===== src/rtl/alu_arbiter.sv =====
// Two-requester round-robin arbiter in front of a shared combinational ALU.
// Each operation takes one IDLE, one EXEC and one RESP cycle. Operands are
// registered before they reach the ALU, and the result is held in RESP until
// the consumer accepts it.
module alu_arbiter #(
  parameter int unsigned WIDTH = 32,
  parameter int unsigned OPW   = 3
) (
  input  logic             clk,
  input  logic             reset,
  input  logic             req0_valid,
  output logic             req0_ready,
  input  logic [WIDTH-1:0] req0_a,
  input  logic [WIDTH-1:0] req0_b,
  input  logic [OPW-1:0]   req0_op,
  input  logic             req1_valid,
  output logic             req1_ready,
  input  logic [WIDTH-1:0] req1_a,
  input  logic [WIDTH-1:0] req1_b,
  input  logic [OPW-1:0]   req1_op,
  output logic [WIDTH-1:0] alu_a,
  output logic [WIDTH-1:0] alu_b,
  output logic [OPW-1:0]   alu_op,
  input  logic [WIDTH-1:0] alu_c,
  input  logic             alu_eq,
  output logic             rsp_valid,
  input  logic             rsp_ready,
  output logic             rsp_id,
  output logic [WIDTH-1:0] rsp_c,
  output logic             rsp_eq,
  output logic [15:0]      done_cnt
);

  typedef enum logic [1:0] {StIdle, StExec, StResp} state_e;

  state_e           r_state;
  state_e           w_state_d;
  logic             r_last_id;
  logic             r_id;
  logic [WIDTH-1:0] r_a;
  logic [WIDTH-1:0] r_b;
  logic [OPW-1:0]   r_op;
  logic             r_rsp_id;
  logic [WIDTH-1:0] r_rsp_c;
  logic             r_rsp_eq;
  logic [15:0]      r_done_cnt;
  logic             w_grant;
  logic             w_req0_ready;
  logic             w_req1_ready;
  logic             w_rsp_fire;

  // Grant: a lone requester wins; on a tie, the requester not served last wins.
  always_comb begin
    w_grant = 1'b0;
    if (req0_valid && req1_valid) begin
      w_grant = ~r_last_id;
    end else if (req1_valid) begin
      w_grant = 1'b1;
    end
  end

  // Next state and handshake strobes; ready never depends on rsp_ready.
  always_comb begin
    w_state_d    = r_state;
    w_req0_ready = 1'b0;
    w_req1_ready = 1'b0;
    w_rsp_fire   = 1'b0;
    case (r_state)
      StIdle: begin
        // Gated with reset so ready stays low while reset is held.
        w_req0_ready = reset && req0_valid && !w_grant;
        w_req1_ready = reset && req1_valid && w_grant;
        if (w_req0_ready || w_req1_ready) begin
          w_state_d = StExec;
        end
      end
      StExec: w_state_d = StResp;
      StResp: begin
        w_rsp_fire = rsp_ready;
        if (rsp_ready) begin
          w_state_d = StIdle;
        end
      end
      default: w_state_d = StIdle;
    endcase
  end

  // State register.
  always_ff @(posedge clk or negedge reset) begin
    if (!reset) begin
      r_state <= StIdle;
    end else begin
      r_state <= w_state_d;
    end
  end

  // Operand latch, result capture, round-robin history and completion counter.
  always_ff @(posedge clk or negedge reset) begin
    if (!reset) begin
      r_a        <= '0;
      r_b        <= '0;
      r_op       <= '0;
      r_id       <= 1'b0;
      r_rsp_id   <= 1'b0;
      r_rsp_c    <= '0;
      r_rsp_eq   <= 1'b0;
      r_last_id  <= 1'b1;  // requester 0 wins the first tie
      r_done_cnt <= '0;
    end else begin
      if (w_req0_ready) begin
        r_a  <= req0_a;
        r_b  <= req0_b;
        r_op <= req0_op;
        r_id <= 1'b0;
      end else if (w_req1_ready) begin
        r_a  <= req1_a;
        r_b  <= req1_b;
        r_op <= req1_op;
        r_id <= 1'b1;
      end
      if (r_state == StExec) begin
        r_rsp_c  <= alu_c;
        r_rsp_eq <= alu_eq;
        r_rsp_id <= r_id;
      end
      if (w_rsp_fire) begin
        r_last_id <= r_rsp_id;
        if (r_done_cnt != 16'hFFFF) begin
          r_done_cnt <= r_done_cnt + 16'd1;
        end
      end
    end
  end

  assign req0_ready = w_req0_ready;
  assign req1_ready = w_req1_ready;
  assign alu_a      = r_a;
  assign alu_b      = r_b;
  assign alu_op     = r_op;
  assign rsp_valid  = (r_state == StResp);
  assign rsp_id     = r_rsp_id;
  assign rsp_c      = r_rsp_c;
  assign rsp_eq     = r_rsp_eq;
  assign done_cnt   = r_done_cnt;

endmodule


===== config.mk =====
export PLATFORM = sky130hd
export DESIGN_NAME = alu_arbiter
export DESIGN_NICKNAME = d
export VERILOG_FILES = /design/src/rtl/alu_arbiter.sv
export SDC_FILE = /design/constraint.sdc
export NUM_CORES = 1
export LEC_CHECK = 0
export CAP_MARGIN = 15
export CORE_ASPECT_RATIO = 1.5
export CORE_MARGIN = 1.5
export CORE_UTILIZATION = 41
export CTS_CLUSTER_DIAMETER = 100
export DETAILED_ROUTE_END_ITERATION = 16
export MAX_ROUTING_LAYER = met4
export PLACE_DENSITY = 0.84
export SLEW_MARGIN = 0
export SYNTH_ARGS = -nofsm -noshare
export SYNTH_HDL_FRONTEND = slang
export SYNTH_SLANG_ARGS = --single-unit

===== constraint.sdc =====
create_clock -name clk -period 2.9 [get_ports clk]
set_input_delay 0.435 -clock clk [delete_from_list [all_inputs] [get_ports clk]]
set_output_delay 0.435 -clock clk [all_outputs]
set_load 0.02 [all_outputs]

==> results of run 1 <==
## where the power goes
part / internal [uW] / switching [uW]
Combinational: 2210 / 1990
Clock: 1350 / 696
Sequential: 2460 / 447
## state kept, by name (all words and copies together) (netlist names)
register	count
rsp_eq	1
alu_op	3
r_id	1
alu_a	32
r_last_id	1
rsp_c	32
done_cnt	16
r_state	2
rsp_id	1
alu_b	32
## Yosys cell counts (all sizes together)
master | instances | area share, %
a21o | 68 | 10
a22o | 67 | 11
and2 | 1 | 0.12
and3 | 5 | 0.61
and3b | 1 | 0.17
and4 | 1 | 0.17
buf | 25 | 2.8
clkbuf | 3 | 0.22
dfrtp | 120 | 59
dfstp | 1 | 0.51
ha | 1 | 0.24
inv | 3 | 0.22
mux2 | 37 | 8.1
nand2 | 12 | 0.88
nand2b | 3 | 0.37
nand3 | 3 | 0.29
nand4 | 4 | 0.61
nor2 | 10 | 0.78
nor3 | 4 | 0.39
nor3b | 1 | 0.24
nor4 | 2 | 0.24
o21ai | 1 | 0.097
o41ai | 1 | 0.54
xnor2 | 1 | 0.17
xor2 | 13 | 2.2
## placed cells by master (no fill, tap or decap), types with 2 or more instances in the layout
cell type and instances:
clkdlybuf4s50_1 290, dfrtp_1 120, a21o_1 68, a22o_1 67, mux2_2 36, clkbuf_16 17
xor2_1 13, nand2_1 12, nor2_1 9, buf_4 8, clkinv_2 5, nor3_1 4
clkbuf_8 4, nand2b_1 3, inv_1 3, nand4_1 3, and3_1 3, nand3_1 3
clkbuf_1 3, and3_2 2, nor4_1 2, bufinv_16 2
## through the flow
stage	total power, uW	worst slack, ps	instances	util, %
after global routing	9590	206	844	72.4
after floorplan	4990	1150	388	-
after detailed placement	7150	481	812	67.5
after CTS	9240	302	844	72.4
after global placement	7020	456	812	67.5
final	9140	324	844	72.4
## worst register-to-register path, cell delays in order, from the launching register on
cell and delay [ps]:
dfrtp_1 410, nor3b_2 250, and3_2 420, buf_4 570
a22o_1 270, a21o_1 100
## area by class of cell
type                            instances  area, sq um
Clock buffer                           24          492
Timing Repair Buffer                  299         2980
Sequential cell                       121         3030
Tap cell                              153          191
Inverter                                3         11.3
Fill cell                             803         3340
Clock inverter                          8         92.6
Multi-Input combinational cell        236         1940
## path summary, 6_finish.rpt
check | to | slack, ps | cells after the start
max | req1_ready | 320 | 3
min | done_cnt[14] | 220 | 2
max reg2reg | alu_b[3] | 810 | 5
min reg2reg | r_id | 470 | 1
max in group asynchronous | done_cnt[5] | 1440 | 3
min in group clk | r_id | 470 | 1
## kinds of logic (layout without fill, tap and decap cells)
group / count (synthesis) / count (layout)
AOI/OAI and AO/OA: 137 / 137
xor gates and xnor gates: 14 / 14
adders and majority gates: 1 / 1
buffers and inverters: 31 / 334
DFF: 121 / 121
muxes: 37 / 37
and+or+nand+nor: 47 / 47
## routing by layer
metal | wire length [microns] | track usage (%) | share of wire [%]
met1 | 5480 | 24.7 | 35
met2 | 8530 | 45.1 | 55
met3 | 1190 | 7.22 | 7.6
met4 | 446 | 9.11 | 2.9
met5 | 0 | - | 0
==> metrics, run 1 <==
largest family of logic cells by synthesized area compound AO/OA/AOI/OAI gates; Final Max Tran Viols 0; RR Startpoint r_state[1]; mean post-synth cell area 13.2 sq um; multiplexer share of the synthesized area 8.12%; post-DR wirelength/cell 18.5 microns; IO buf count 291; CTS sink count 121; crit share post-route 88.8%; hold_buf cts 0; drt pass-1 iters 5; clk_skew 5.98 ps; Worst VDD drop 0.000535 V; Post-CTS Setup Inserts 0; Core Footprint 12100 sq um; DP Area 8150 sq um; mapped cell area 5130 sq um; vias in the first global route 4725; post-route minimum period 2580 ps; H-tree level count 4; Area Overhead vs Synth 70.4%; design area 8740 sq um; Buffers & Inverters on Critical Path 1; Pwr per Cell Area 1050 nW/um^2; DIE HEIGHT 140 microns; Skew-Pair Late Insertion Delay 400 ps; Synth cell types 30; Via Count 4419; setup tns final 0 ps; CTS tree built; crit path launch r_state[1]; Setup CP Type register to output port; post-DR vias/cell 5.24; post-synthesis register bit count 121; clock buffer count from CTS 17; Clock transition at path regs 50 ps; global-route wire length before repair 24.0 mm; initial antenna violation count 0; nature of the critical path startpoint register; final WL 15.6 mm; xor/xnor share of the synthesized area 2.39%; largest net degree at the start of global routing 66; Simple-Gate Fraction of Synth Area 4.88%; GR Util All Layers 24.9%; status complete, no violations; worst slew pin tran 811 ps; Rows 49; post_cts resized 0; Mapped Nets 561; Die ar. 13200 sq um; DRC viols 0; Compound-Gate Fraction of Synth Area 22.0%; synth warn 0; die width 94.3 microns; Lkg Pwr 0.00413 uW; global route total overflow 0; unrepaired setup endpoints after global routing false; diode count 0; slowest CP cell clkdlybuf4s50_1; endpoints failing hold 0; Mapped Cells 388; achievable frequency 0.388 GHz; worst path required time 2470 ps; IO Count 292; Adder-Cell Fraction of Synth Area 0.244%; Hold WS 224 ps; HPWL Detailed 11.8 mm; Max Cap Viol 0; final setup fails 0; CP endpoint kind output port; Starting DRT DRC Count 118; crit-path cells nor3b_2, and3_2, clkdlybuf4s50_1; clock root cell clkbuf_16; GP Congestion 0.800; cell family with most CP delay buffers and inverters; CP Max Fanout 10; NumNets Final 851; worst rel slew slack 45.9%; Detail Route Antenna Nets 0; register area share after synthesis 59.1%; max incr delay on CP 670 ps; Starting Density 42.5%; type of the most critical hold path primary input to asynchronous set/reset pin; CTS Buffer Depth 2; CP Data Arrival Time 2140 ps; layout cell share with drive strength beyond 1 11.7%
Note: power is estimated with default switching activity, not from simulation.
==> run 2, diff against run 1 <==
CTS_CLUSTER_SIZE = 30   (was default)
SETUP_SLACK_MARGIN = 0.05   (was default)
==> results of run 2 <==
The final DEF is identical to that of run 1; final timing and power are the same.
